===== config.mk =====
export PLATFORM = sky130hd
export DESIGN_NAME = hdr_frame_ctrl
export DESIGN_NICKNAME = d
export VERILOG_FILES = /design/src/rtl/hdr_frame_ctrl.sv
export SDC_FILE = /design/constraint.sdc
export NUM_CORES = 1
export LEC_CHECK = 0
export CORE_ASPECT_RATIO = 0.6
export CORE_MARGIN = 10
export CORE_UTILIZATION = 40
export CTS_BUF_LIST = sky130_fd_sc_hd__clkbuf_8 sky130_fd_sc_hd__clkbuf_16
export DETAILED_ROUTE_END_ITERATION = 6
export DONT_BUFFER_PORTS = 1
export SYNTH_ARGS = -nofsm -noshare
export SYNTH_HDL_FRONTEND = slang
export SYNTH_SLANG_ARGS = --single-unit

===== constraint.sdc =====
create_clock -name clk -period 2.8 [get_ports clk]
set_input_delay 0.28 -clock clk [delete_from_list [all_inputs] [get_ports clk]]
set_output_delay 0.28 -clock clk [all_outputs]
set_load 0.05 [all_outputs]

===== src/rtl/hdr_frame_ctrl.sv =====
// Frame scheduler for the HDR enhancement core: walks the frame in raster order and issues
// one 3x3-window request per pixel. Issue is gated by output-FIFO credit, and a valid/last
// delay line tags core results as they emerge.
module hdr_frame_ctrl #(
  parameter int PIPE_LAT   = 4,
  parameter int X_BITS     = 11,
  parameter int Y_BITS     = 11,
  parameter int FIFO_DEPTH = 8,
  parameter int CRED_BITS  = 4
) (
  input  logic                 clk,
  input  logic                 rst,
  input  logic                 start_i,
  input  logic [X_BITS-1:0]    width_i,
  input  logic [Y_BITS-1:0]    height_i,
  output logic                 win_req_o,
  output logic [X_BITS-1:0]    win_x_o,
  output logic [Y_BITS-1:0]    win_y_o,
  input  logic                 win_ack_i,
  input  logic                 out_pop_i,
  output logic                 out_valid_o,
  output logic                 out_last_o,
  output logic [CRED_BITS-1:0] credit_o,
  output logic                 busy_o,
  output logic                 done_o
);

  typedef enum logic [1:0] {
    IDLE  = 2'd0,
    RUN   = 2'd1,
    DRAIN = 2'd2
  } state_t;

  localparam logic [CRED_BITS-1:0] CRED_FULL = CRED_BITS'(FIFO_DEPTH);

  state_t                state_r;
  state_t                state_next_s;
  logic [X_BITS-1:0]     x_r;
  logic [X_BITS-1:0]     w_r;
  logic [Y_BITS-1:0]     y_r;
  logic [Y_BITS-1:0]     h_r;
  logic [CRED_BITS-1:0]  credit_r;
  logic [PIPE_LAT-1:0]   vld_pipe_r;
  logic [PIPE_LAT-1:0]   last_pipe_r;
  logic                  done_r;

  logic                  dims_ok_s;
  logic                  start_ok_s;
  logic                  start_zero_s;
  logic                  req_s;
  logic                  busy_s;
  logic                  issue_s;
  logic                  x_end_s;
  logic                  y_end_s;
  logic                  pix_last_s;
  logic                  frame_end_s;

  // Handshake, raster-position and frame-end decodes
  always_comb begin
    dims_ok_s    = (width_i != {X_BITS{1'b0}}) && (height_i != {Y_BITS{1'b0}});
    start_ok_s   = (state_r == IDLE) && start_i && dims_ok_s;
    start_zero_s = (state_r == IDLE) && start_i && !dims_ok_s;
    issue_s      = req_s && win_ack_i;
    x_end_s      = (x_r == (w_r - X_BITS'(1)));
    y_end_s      = (y_r == (h_r - Y_BITS'(1)));
    pix_last_s   = x_end_s && y_end_s;
    frame_end_s  = vld_pipe_r[PIPE_LAT-1] && last_pipe_r[PIPE_LAT-1];
  end

  // State register
  always_ff @(posedge clk) begin
    if (rst) begin
      state_r <= IDLE;
    end else begin
      state_r <= state_next_s;
    end
  end

  // Next-state logic
  always_comb begin
    state_next_s = state_r;
    case (state_r)
      IDLE: begin
        if (start_ok_s) state_next_s = RUN;
        else            state_next_s = IDLE;
      end
      RUN: begin
        if (issue_s && pix_last_s) state_next_s = DRAIN;
        else                       state_next_s = RUN;
      end
      DRAIN: begin
        if (frame_end_s) state_next_s = IDLE;
        else             state_next_s = DRAIN;
      end
      default: state_next_s = IDLE;
    endcase
  end

  // State-decoded outputs; requests are withheld whenever the FIFO has no room
  always_comb begin
    req_s  = 1'b0;
    busy_s = 1'b0;
    case (state_r)
      IDLE: begin
        req_s  = 1'b0;
        busy_s = 1'b0;
      end
      RUN: begin
        req_s  = (credit_r != {CRED_BITS{1'b0}});
        busy_s = 1'b1;
      end
      DRAIN: begin
        req_s  = 1'b0;
        busy_s = 1'b1;
      end
      default: begin
        req_s  = 1'b0;
        busy_s = 1'b0;
      end
    endcase
  end

  // Frame dimensions and raster coordinates; coordinates hold until the fetch unit accepts
  always_ff @(posedge clk) begin
    if (rst) begin
      w_r <= {X_BITS{1'b0}};
      h_r <= {Y_BITS{1'b0}};
      x_r <= {X_BITS{1'b0}};
      y_r <= {Y_BITS{1'b0}};
    end else if (start_ok_s) begin
      w_r <= width_i;
      h_r <= height_i;
      x_r <= {X_BITS{1'b0}};
      y_r <= {Y_BITS{1'b0}};
    end else if (issue_s) begin
      if (x_end_s) begin
        x_r <= {X_BITS{1'b0}};
        y_r <= y_r + Y_BITS'(1);
      end else begin
        x_r <= x_r + X_BITS'(1);
      end
    end
  end

  // Credit: the core cannot stall, so every issue must own a FIFO slot before it enters
  always_ff @(posedge clk) begin
    if (rst) begin
      credit_r <= CRED_FULL;
    end else if (issue_s && out_pop_i) begin
      credit_r <= credit_r;
    end else if (issue_s) begin
      credit_r <= credit_r - CRED_BITS'(1);
    end else if (out_pop_i && (credit_r != CRED_FULL)) begin
      credit_r <= credit_r + CRED_BITS'(1);
    end
  end

  // Valid/last delay line matching the core's fixed latency
  always_ff @(posedge clk) begin
    if (rst) begin
      vld_pipe_r  <= {PIPE_LAT{1'b0}};
      last_pipe_r <= {PIPE_LAT{1'b0}};
    end else begin
      vld_pipe_r[0]  <= issue_s;
      last_pipe_r[0] <= issue_s && pix_last_s;
      for (int i = 1; i < PIPE_LAT; i++) begin
        vld_pipe_r[i]  <= vld_pipe_r[i-1];
        last_pipe_r[i] <= last_pipe_r[i-1];
      end
    end
  end

  // Done pulse: empty frame at start, or the tagged last pixel leaving the core
  always_ff @(posedge clk) begin
    if (rst) begin
      done_r <= 1'b0;
    end else begin
      done_r <= start_zero_s || ((state_r == DRAIN) && frame_end_s);
    end
  end

  assign win_req_o   = req_s;
  assign win_x_o     = x_r;
  assign win_y_o     = y_r;
  assign out_valid_o = vld_pipe_r[PIPE_LAT-1];
  assign out_last_o  = frame_end_s;
  assign credit_o    = credit_r;
  assign busy_o      = busy_s;
  assign done_o      = done_r;

endmodule


==> flow_metrics.tcl, run 1 <==
set metrics [dict create \
    synth.area.top_cells "dfxtp_1 37%, mux2i_1 10%, nor2_1 6.1%, xnor2_1 6.0%, xor2_1 4.4%" \
    firstDrtPassIters 5 \
    total_power_mw 2.330 \
    filler_cell_count 783 \
    clkLatencyLatePin_ns 0.33 \
    highest_fanout_seen_on_the_critical_path 8 \
    cts_sinks 59 \
    final_net_count 430 \
    synth_largest_area_cell "dfxtp_1" \
    placeableCoreArea_um2 7820 \
    cp_slowest_cell "or4_1" \
    timing.hold.worst.class "primary input to flip-flop" \
    num_io_pins 58 \
    synth.cell_area_um2 3203 \
    synth_top_cell_area_share_pct 36.88 \
    antenna_left 0 \
    drv.max_cap_violation_count 0 \
    share_of_synthesized_area_spent_on_multiplexers_pct 10.31 \
    worst_setup_hold_path_clk_slew_ns 0.05 \
    floorplan.die.width_um 135.5 \
    synthXorXnorAreaFrac_pct 10.39 \
    synth_nets 402 \
    dp.final_hpwl_mm 6.358 \
    tritoncts.num_buffers 9 \
    route.detailed.vias_per_inst 5.226 \
    final_non_filler_cell_area_um2 3786 \
    route.final.wire_length_mm 8.127 \
    grt_antenna_before_repair 0 \
    yosysWarningCount 0 \
    total_leakage_power_nw 1.613 \
    drt_drc_violations_left 0 \
    synth-compound-area-share_pct 7.852 \
    groute.usage.overall_pct 14.34 \
    grt_remaining_overflow 0 \
    seq_area_frac_synth_pct 36.88 \
    final_hold_viols 0 \
    yosys.cell_count.top_type "dfxtp_1" \
    critPathKind "flip-flop to flip-flop" \
    number_of_antenna_diodes 0 \
    cts_repair_resize_count 0 \
    timing.critical_path.arrival_ns 2.65 \
    yosys.area_share.adder_pct 4.531 \
    synth_flop_cell "dfxtp_1" \
    num_rows 25 \
    cp-start-kind "flip-flop" \
    postLayoutCoreUtil_pct 48.42 \
    worst_ep_required_time_ns 3.02 \
    synth_seq_cells 59 \
    maxClockFrequency_mhz 411.3 \
    report.final.slew_viol_count 0 \
    synth-async-reset-ratio_pct 0 \
    rsz0062_at_grt "no" \
    place.port_buffers 0 \
    maximum_cell_stage_delay_along_the_critical_path_ns 0.54 \
    synth_commonest_cells "59 x dfxtp_1, 52 x nor2_1, 33 x mux2i_1" \
    layout-drive-gt1-share_pct 13.13 \
    final_critical_path_time_including_i_o_delays_and_setup_ns 2.431 \
    finalSetupViolCount 0 \
    synth_simple_gate_area_share_pct 26.45 \
    via_count 2634 \
    setup_tns_ns 0 \
    cts-hold-fix-buffers 0 \
    outcome "finished clean" \
    grt_start_max_net_pins 40 \
    synth_cell_types 51 \
    combinational_family_with_the_most_area_after_synthesis "simple AND/OR/NAND/NOR gates" \
    timing.max_slew.rel_slack_pct 58.89 \
    grt_pass1_vias 2592 \
    synthToLayoutAreaGrowth_pct 18.20 \
    clock_skew_ns 0.007323 \
    worst_ir_drop_vdd_v 0.0003565 \
    powerDensity_nw_per_um2 615.3 \
    tightestPinTransition_ns 0.6158 \
    place_area_um2 3506 \
    dr.first_iter.drc_count 173 \
    die_area_um2 12100 \
    replace_congestion 0.7895 \
    synthesis.instances 364 \
    routedWlPerCell_um 16.13 \
    worst_case_clock_buffer_depth 2 \
    buffer_type_at_the_clock_tree_root "clkbuf_16" \
    tritoncts "yes" \
    worst_path_most_repeated_cell "a21o_1" \
    die_h_um 89.32 \
    crit_path_end_kind "flip-flop" \
    post_route_clock_period_utilization_pct 86.83 \
    initial_utilization_pct 40.96 \
    h-tree-depth 3 \
    critical_path.cell_chain "or4_1 -> nand3_1 -> clkinv_2 -> ha_1 -> a21o_1 -> a21o_1 -> a311o_1 -> a21o_1" \
    synth_edf_count 0 \
    post_synth.cell_area_avg_um2 8.800 \
    grt_pass1_wl_mm 13.54 \
    postCtsSetupBuffers 0 \
]
==> critical path: cells and delay by family (launching register included) <==
family | cells | cell delay [ns]
AO/OA/AOI/OAI | 4 | 0.88
buffers and inverters | 1 | 0.15
adder cells (fa/ha/maj) | 1 | 0.29
flip-flops | 1 | 0.30
AND/OR/NAND/NOR | 2 | 0.68
==> through the flow <==
| step | worst slack [ns] | instances | hold WS [ns] |
|---|---|---|---|
| 2_1_floorplan | 0.06353 | 364 | 0.4138 |
| 3_3_place_gp | 0.4432 | 489 | 0.3586 |
| 3_5_place_dp | 0.3768 | 489 | 0.3593 |
| 4_1_cts | 0.3694 | 504 | 0.01104 |
| 5_1_grt | 0.07631 | 504 | 0.01404 |
| 6_report | 0.3687 | 504 | 0.02225 |
==> path summary, 6_finish.rpt <==
check / from / end / slack (ns) / cells after the start
max: credit_o[3]$_SDFFE_PP1P_ / credit_o[3]$_SDFFE_PP1P_ / 0.37 / 8
min: rst / vld_pipe_r[3]$_SDFF_PP0_ / 0.02 / 1
max reg2reg: credit_o[3]$_SDFFE_PP1P_ / credit_o[3]$_SDFFE_PP1P_ / 0.37 / 8
min reg2reg: vld_pipe_r[1]$_SDFF_PP0_ / vld_pipe_r[2]$_SDFF_PP0_ / 0.43 / 1
==> sequential cells by signal, summed over array words and instances (netlist names) <==
| register | flops |
|---|---|
| win_y_o | 11 |
| w_r | 11 |
| state_r | 2 |
| vld_pipe_r | 4 |
| done_o | 1 |
| h_r | 11 |
| credit_o | 4 |
| last_pipe_r | 4 |
| win_x_o | 11 |
==> layer usage <==
layer / part of all wire (%) / track usage, % / up-vias
met5: 0 / 0 / -
met2: 39 / 19.47 / 77
met1: 49 / 19.74 / 1212
li1: - / - / 1333
met3: 10 / 5.556 / 12
met4: 1.2 / 5.545 / 0
==> cells by family (layout without fill, tap and decap cells) <==
family	Yosys count	after routing
simple gates	162	162
fa+ha+maj	11	11
mux	33	33
compound gates	34	34
flops	59	59
xor+xnor	38	38
buf+inv	27	59
==> power breakdown <==
part           leakage (nW)  total (mW)  internal, mW  switching (mW)
registers             0.480       0.915         0.876          0.0382
clock network         0.146        1.02         0.658           0.366
logic                 0.987       0.391         0.159           0.232
total                  1.61        2.33          1.69           0.636
==> layout make-up <==
class                   count  area [µm²]  area share (%)
flip-flops and latches     59        1181           31.20
multi-input cells         278        1907           50.36
clock buffers              12       266.5           7.039
clock inverters             3       13.76          0.3635
inverters                  13       50.05           1.322
repair buffers             31       232.7           6.147
well taps                 108       135.1           3.569
==> cells in the final DEF, fill, tap and decap left out, drive strengths merged, types with 13 or more instances in the layout <==
master,instances
dfxtp,59
nor2,52
mux2i,33
buf,31
xnor2,22
nand2,21
nand3,18
xor2,16
inv,13
(Power assumes the default switching activity.)
==> run 2: changes to the inputs <==
--- a/config.mk
+++ b/config.mk
@@ -11,6 +11,7 @@
 export CTS_BUF_LIST = sky130_fd_sc_hd__clkbuf_8 sky130_fd_sc_hd__clkbuf_16
 export DETAILED_ROUTE_END_ITERATION = 6
 export DONT_BUFFER_PORTS = 1
+export PLACE_DENSITY_LB_ADDON = 0.1
 export SYNTH_ARGS = -nofsm -noshare
 export SYNTH_HDL_FRONTEND = slang
 export SYNTH_SLANG_ARGS = --single-unit
==> flow_metrics.tcl, run 2 (synthesized netlist as in run 1, its figures left out) <==
set metrics [dict create \
    maxClockFrequency_mhz 405.5 \
    mostFrequentLayoutCells "59 x dfxtp_1, 52 x nor2_1, 33 x mux2i_1" \
    maximum_cell_stage_delay_along_the_critical_path_ns 0.43 \
    sequential_cell_area_um2 1181 \
    worst_ep_required_time_ns 3.05 \
    postCtsSetupBuffers 0 \
    critPathKind "flip-flop to flip-flop" \
    worst_setup_hold_path_clk_slew_ns 0.05 \
    critical_path.cell_chain "inv_1 -> ha_1 -> o21ba_2 -> a221oi_1 -> a41oi_1 -> nand4b_1 -> nor3_1 -> nand4_1 -> a211oi_1" \
    grt_pass1_wl_mm 13.81 \
    die_h_um 89.32 \
    highest_fanout_seen_on_the_critical_path 8 \
    drv.max_cap_violation_count 0 \
    finalSetupViolCount 0 \
    final_common_cell "dfxtp_1" \
    tritoncts.num_buffers 9 \
    met3_length_um 831 \
    drt_drc_violations_left 0 \
    num_rows 25 \
    final_net_count 430 \
    synthToLayoutAreaGrowth_pct 19.69 \
    multi_input_comb_area_um2 1907 \
    tritoncts "yes" \
    place.port_buffers 0 \
    via_count 2608 \
    top_layer_used "met4" \
    report.final.slew_viol_count 0 \
    timing.max_slew.rel_slack_pct 57.71 \
    routedLengthMet1_mm 4.449 \
    worst_case_clock_buffer_depth 2 \
    cp-start-kind "flip-flop" \
    cp_slowest_cell "dfxtp_1" \
    timing.hold.worst.class "primary input to flip-flop" \
    grt_antenna_before_repair 0 \
    clkLatencyLatePin_ns 0.33 \
    initial_utilization_pct 40.96 \
    worst_ir_drop_vdd_v 0.0004513 \
    dr.first_iter.drc_count 165 \
    filler_cell_count 769 \
    cts_repair_resize_count 0 \
    postLayoutSetupSlackWorst_ns 0.3337 \
    firstDrtPassIters 4 \
    layout-drive-gt1-share_pct 13.60 \
    num_io_pins 58 \
    cts_sinks 59 \
    dp.final_hpwl_mm 6.648 \
    cts-hold-fix-buffers 0 \
    detailedPlace.worstSlack_ns 0.3352 \
    grt_remaining_overflow 0 \
    crit_path_end_kind "flip-flop" \
    grt_pass1_vias 2519 \
    total_leakage_power_nw 1.631 \
    h-tree-depth 3 \
    clock_skew_ns 0.006345 \
    setup_tns_ns 0 \
    powerDensity_nw_per_um2 653.4 \
    route.final.wire_length_mm 8.578 \
    replace_congestion 0.8261 \
    outcome "finished clean" \
    routedWlPerCell_um 16.99 \
    route.detailed.vias_per_inst 5.164 \
    met2_length_mm 3.231 \
    floorplan.die.width_um 135.5 \
    final_critical_path_time_including_i_o_delays_and_setup_ns 2.466 \
    timing.critical_path.arrival_ns 2.71 \
    number_of_antenna_diodes 0 \
    antenna_left 0 \
    die_area_um2 12100 \
    post_route_clock_period_utilization_pct 88.08 \
    groute.usage.overall_pct 14.87 \
    tightestPinTransition_ns 0.6334 \
    placeableCoreArea_um2 7820 \
    buffer_type_at_the_clock_tree_root "clkbuf_16" \
    final_hold_viols 0 \
    rsz0062_at_grt "no" \
    r2r_slack_ns 0.33 \
    grt_start_max_net_pins 40 \
]
[run 2: area by class of cell]
class / instances / area share (%)
multi-input cells: 278 / 49.74
clock inverters: 5 / 1.958
flip-flops and latches: 59 / 30.81
clock buffers: 11 / 6.593
inverters: 13 / 1.305
repair buffers: 31 / 6.070
well taps: 108 / 3.525
[run 2: critical path: cells and delay by family (launching register included)]
family | cells | cell delay (ns)
and+or+nand+nor | 3 | 0.77
AOI/OAI and AO/OA | 4 | 0.82
DFF | 1 | 0.43
adders and majority gates | 1 | 0.30
buffers and inverters | 1 | 0.07
[run 2: where the power goes]
part | switching [mW] | total [mW] | internal, mW
Clock | 0.374 | 1.20 | 0.821
Sequential | 0.0398 | 0.916 | 0.876
Combinational | 0.232 | 0.394 | 0.162
Total | 0.646 | 2.50 | 1.86
[run 2: final timing paths]
kind	startpoint	end	cells after the start
hold reg to reg	vld_pipe_r[1]$_SDFF_PP0_	vld_pipe_r[2]$_SDFF_PP0_	1
hold / removal	rst	last_pipe_r[2]$_SDFF_PP0_	1
setup reg to reg	w_r[0]$_SDFFE_PP0P_	state_r[1]$_SDFF_PP0_	9
setup / recovery	w_r[0]$_SDFFE_PP0P_	state_r[1]$_SDFF_PP0_	9
[run 2: through the flow]
stage,cells,cell area [µm²],hold slack [ns],power (mW),util (%)
floorplan,364,3204,0.4138,1.248,-
global placement,489,3506,0.3569,1.321,44.83
detailed placement,489,3506,0.3599,1.326,44.83
CTS,505,3834,0.01039,2.534,49.02
global route,505,3834,0.005126,2.620,49.02
finish,505,3834,0.02066,2.505,49.02
[run 2: layer usage]
layer / GRT usage (%) / up-vias
met4: 4.086 / 0
met1: 20.32 / 1198
li1: - / 1340
met5: 0 / -
met2: 19.21 / 61
met3: 8.249 / 9
==> run 3: changes to the inputs <==
--- a/config.mk
+++ b/config.mk
@@ -5,6 +5,7 @@
 export SDC_FILE = /design/constraint.sdc
 export NUM_CORES = 1
 export LEC_CHECK = 0
+export CAP_MARGIN = 0
 export CORE_ASPECT_RATIO = 0.6
 export CORE_MARGIN = 10
 export CORE_UTILIZATION = 40
==> results of run 3 <==
Final layout, timing and power as in run 2 (identical DEF).
==> variant 1 (flow settings as in run 2) <==
Put one more register stage on the output `credit_o`, with the module's reset. The value now appears one clock later. The other outputs are not delayed to match.
--- a/src/rtl/hdr_frame_ctrl.sv
+++ b/src/rtl/hdr_frame_ctrl.sv
@@ -186,3 +186,9 @@
   assign out_last_o  = frame_end_s;
-  assign credit_o    = credit_r;
+  always_ff @(posedge clk) begin
+    if (rst) begin
+      credit_o <= '0;
+    end else begin
+      credit_o <= credit_r;
+    end
+  end
   assign busy_o      = busy_s;
Check against the original RTL: not equivalent (a bounded check fails within 4 cycles, from zero or initial values and one cycle with rst high).
==> variant 1 against run 2 <==
  * Power increased by 0.17%
  * Non-clock buffer count unchanged
  * Routed wire length down 0.29%
  * Sequential cell count increased by 4
  * Sequential power grew 10%
  * Clock power shrank 3%
  * Setup slack worse by 0.16 ns
  * Die area grew 1.7%
  * Synthesized area rose by 2.1%
  * Cell area increased by 2.5%
  * Maximum frequency decreased by 6.0%
  * Highest routed layer unchanged
==> variant 1: results (changes against run 2) <==
stage	metric	value	unit	change
worst_setup_path	crit_path_end	win_y_o[8]		
yosys	yosys-top-cells-count	dfxtp_1 (63), nor2_1 (54), mux2i_1 (27)		
finish	instances_no_fill	511		+1.2%
worst_setup_path	rrSetupSlack	0.18	ns	-0.16 ns
yosys	synth.avg_cell_area	8.79	µm²	about the same
power	pwr-share-clk	46.3	%	-1.4 points
worst_setup_path	cpPeakStageDelay	0.48	ns	+0.05 ns
worst_setup_path	slowest_stage	or4b_4		
grt	first_global_vias	2394		-5.0%
place	dpl_cell_area	3580	µm²	+2.1%
power	switchingPower	637	µW	-1.4%
power	vdd_drop_max	0.361	mV	-20%
grt	grt_max_degree	43		+7.5%
place	hpwlAfterDp	6570	µm	-1.2%
place	placed_cells	495		+1.2%
outcome	outcome	finished clean		
worst_setup_path	cp_top_family	simple AND/OR/NAND/NOR gates		
worst_setup_path	reg2reg_depth	10		+1
power	pg_comb	343	µW	-13%
timing	relSlewSlack	50.4	%	-7.3 points
hold_path	holdPathEnd	w_r[3]		
power	p_sw_share	25.4	%	-0.41 points
finish	nets	436		+1.4%
worst_setup_path	crit_fanout	18		+10
place	pre_cts_slack	0.112	ns	-0.223 ns
-- variant 1: changes by cell type after synthesis, sizes merged, moves of 4 or more --
cell and change:
or3 +6, dfxtp +4, a21oi +9, mux2i -6, or4b +4, nand3 -6
xor2 +4, nand2b -9, xnor2 -4, o31ai +7, o21ai +8
-- variant 1: cell type report --
class                      instances  area, µm²
clock buffer                       9        225
clock inverter                     7       87.6
fill                             772       3980
inverter                          12       45.0
multi-input combinational        281       1930
sequential                        63       1260
tap                              108        135
timing repair buffer              31        249
-- variant 1: layer usage --
metal  track usage [%]  wire, µm  vias up
li1                  -         -     1361
met1              20.6      4300     1191
met2              16.6      3170       84
met3              7.50      1040        5
met4              3.18        44        0
met5                 0         0        -
-- variant 1: kinds of logic after synthesis --
family	synth area share, %
multiplexers	8.61
adder cells (fa/ha/maj)	4.44
AND/OR/NAND/NOR	23.8
buffers and inverters	3.52
AO/OA/AOI/OAI	10.9
flip-flops	38.6
XOR/XNOR	10.2
==> variant 2 (config.mk and constraints of run 2) <==
Without the edit above. Change the parameter `PIPE_LAT` from 4 to 3.
--- a/src/rtl/hdr_frame_ctrl.sv
+++ b/src/rtl/hdr_frame_ctrl.sv
@@ -4,3 +4,3 @@
 module hdr_frame_ctrl #(
-  parameter int PIPE_LAT   = 4,
+  parameter int PIPE_LAT   = 3,
   parameter int X_BITS     = 11,
Function: changed (a bounded check fails within 10 cycles, from zero or initial values and one cycle with rst high).
==> variant 2 against run 2 <==
  * Cell area rose by 4.0%
  * Cell count rose by 4.2%
  * Setup slack got worse by 0.14 ns
  * Power fell by 0.70%
  * Sequential cell count fell by 2
  * Routed wire length rose by 6.0%
  * Global-route usage rose by 0.16 points
  * Synthesized area rose by 3.0%
  * Critical endpoint is now win_y_o[8]
  * Largest cell class unchanged
==> variant 2: results (changes against run 2) <==
stage	metric	value	unit	change
place	gp_congestion	0.889		+7.7%
place	dpl_cell_area	3630	µm²	+3.5%
finish	multi_input_area_share	51.3	%	+1.5 points
finish	seq_share	28.6	%	-2.2 points
yosys	muxShareOfSynthArea	6.97	%	-3.3 points
timing	clock_skew	0.00468	ns	-0.00166 ns
finish	nonClkBufAreaFrac	7.63	%	+1.6 points
yosys	netlist_instances	380		+4.4%
grt	use_met1	21.2	%	+0.92 points
finish	clockBufferCount	9		-2
worst_setup_path	crit_path_end	win_y_o[8]		
finish	signal_buffers	40		+29%
drt	routed-wl-met3	1090	µm	+31%
yosys	synth_fp_nets	418		+4.0%
power	pg_comb	444	µW	+13%
power	leakage	1.64	nW	+0.30%
drt	dr_wl_met2	3390	µm	+4.9%
drt	routed_wl	9090	µm	+6.0%
finish	instances_no_fill	526		+4.2%
yosys	synth.top_cells.by_area	dfxtp_1 (35%), mux2i_1 (7.0%), nor2_1 (5.6%), xor2_1 (5.6%), xnor2_1 (5.3%)		
grt	first_global_vias	2686		+6.6%
worst_setup_path	rrSetupSlack	0.20	ns	-0.14 ns
yosys	synth-xor-area-share	12.2	%	+1.9 points
finish	n_fill_cell	767		-0.26%
yosys	ys_seq_area_share	34.6	%	-2.3 points
grt	grt_use_met3	8.22	%	-0.027 points
yosys	yosys-top-cells-count	dfxtp_1 (57), nor2_1 (49), mux2i_1 (23)		
timing	period_share	93.0	%	+4.9 points
drt	drt_iter0_markers	206		+25%
worst_setup_path	slowest_stage	or4_1		
yosys	synthDistinctLibCells	56		+9.8%
place	hpwlAfterDp	7250	µm	+9.0%
finish	multi_input_gates	294		+5.8%
yosys	synth-seq-cells	57		-3.4%
yosys	synth-compound-area-share	12.5	%	+4.6 points
finish	drive_gt1_share	17.5	%	+3.9 points
finish	inv_count	11		-2
place	placed_cells	507		+3.7%
outcome	outcome	finished clean		
worst_setup_path	setup.worst_path.start	w_r[1]		
grt	grt_max_degree	38		-5.0%
finish	nets	451		+4.9%
power	p_int	1.81	mW	-2.6%
place	pre_cts_slack	0.0970	ns	-0.238 ns
grt	grt_pass1_wl	14700	µm	+6.1%
worst_setup_path	cp_top_family	simple AND/OR/NAND/NOR gates		
drt	wl_met1	4560	µm	+2.4%
power	seq_power_share	35.5	%	-1.1 points
finish	clkCellAreaFrac	8.00	%	-0.55 points
finish	final_util	50.2	%	+1.1 points
-- variant 2: cell types whose count changed after synthesis, sizes merged, moves of 4 or more --
cell / run 2 / this run
nand2b: 12 / 3
a21oi: 6 / 13
or3: 1 / 9
xor2: 16 / 21
and3: 3 / 7
mux2i: 33 / 23
o21ai: 3 / 14
buf: 5 / 10
-- variant 2: worst min-delay path by stage --
stage	start	endpoint	slack, ns	depth (start not counted)
6_report	rst	vld_pipe_r[0]	0.02	1
5_1_grt	rst	last_pipe_r[2]	0.003	1
4_1_cts	rst	last_pipe_r[2]	0.009	1
3_5_place_dp	rst	state_r[1]	0.36	1
3_3_place_gp	rst	state_r[1]	0.36	1
2_1_floorplan	last_pipe_r[0]	last_pipe_r[1]	0.41	1
-- variant 2: what timing repair did --
| action | CTS | global route |
|---|---|---|
| setup endpoints to repair | 0 | 17 |
| gates resized for setup | 0 | 5 |
| setup buffers | 0 | 3 |
| endpoints found under the hold margin | 0 | 0 |
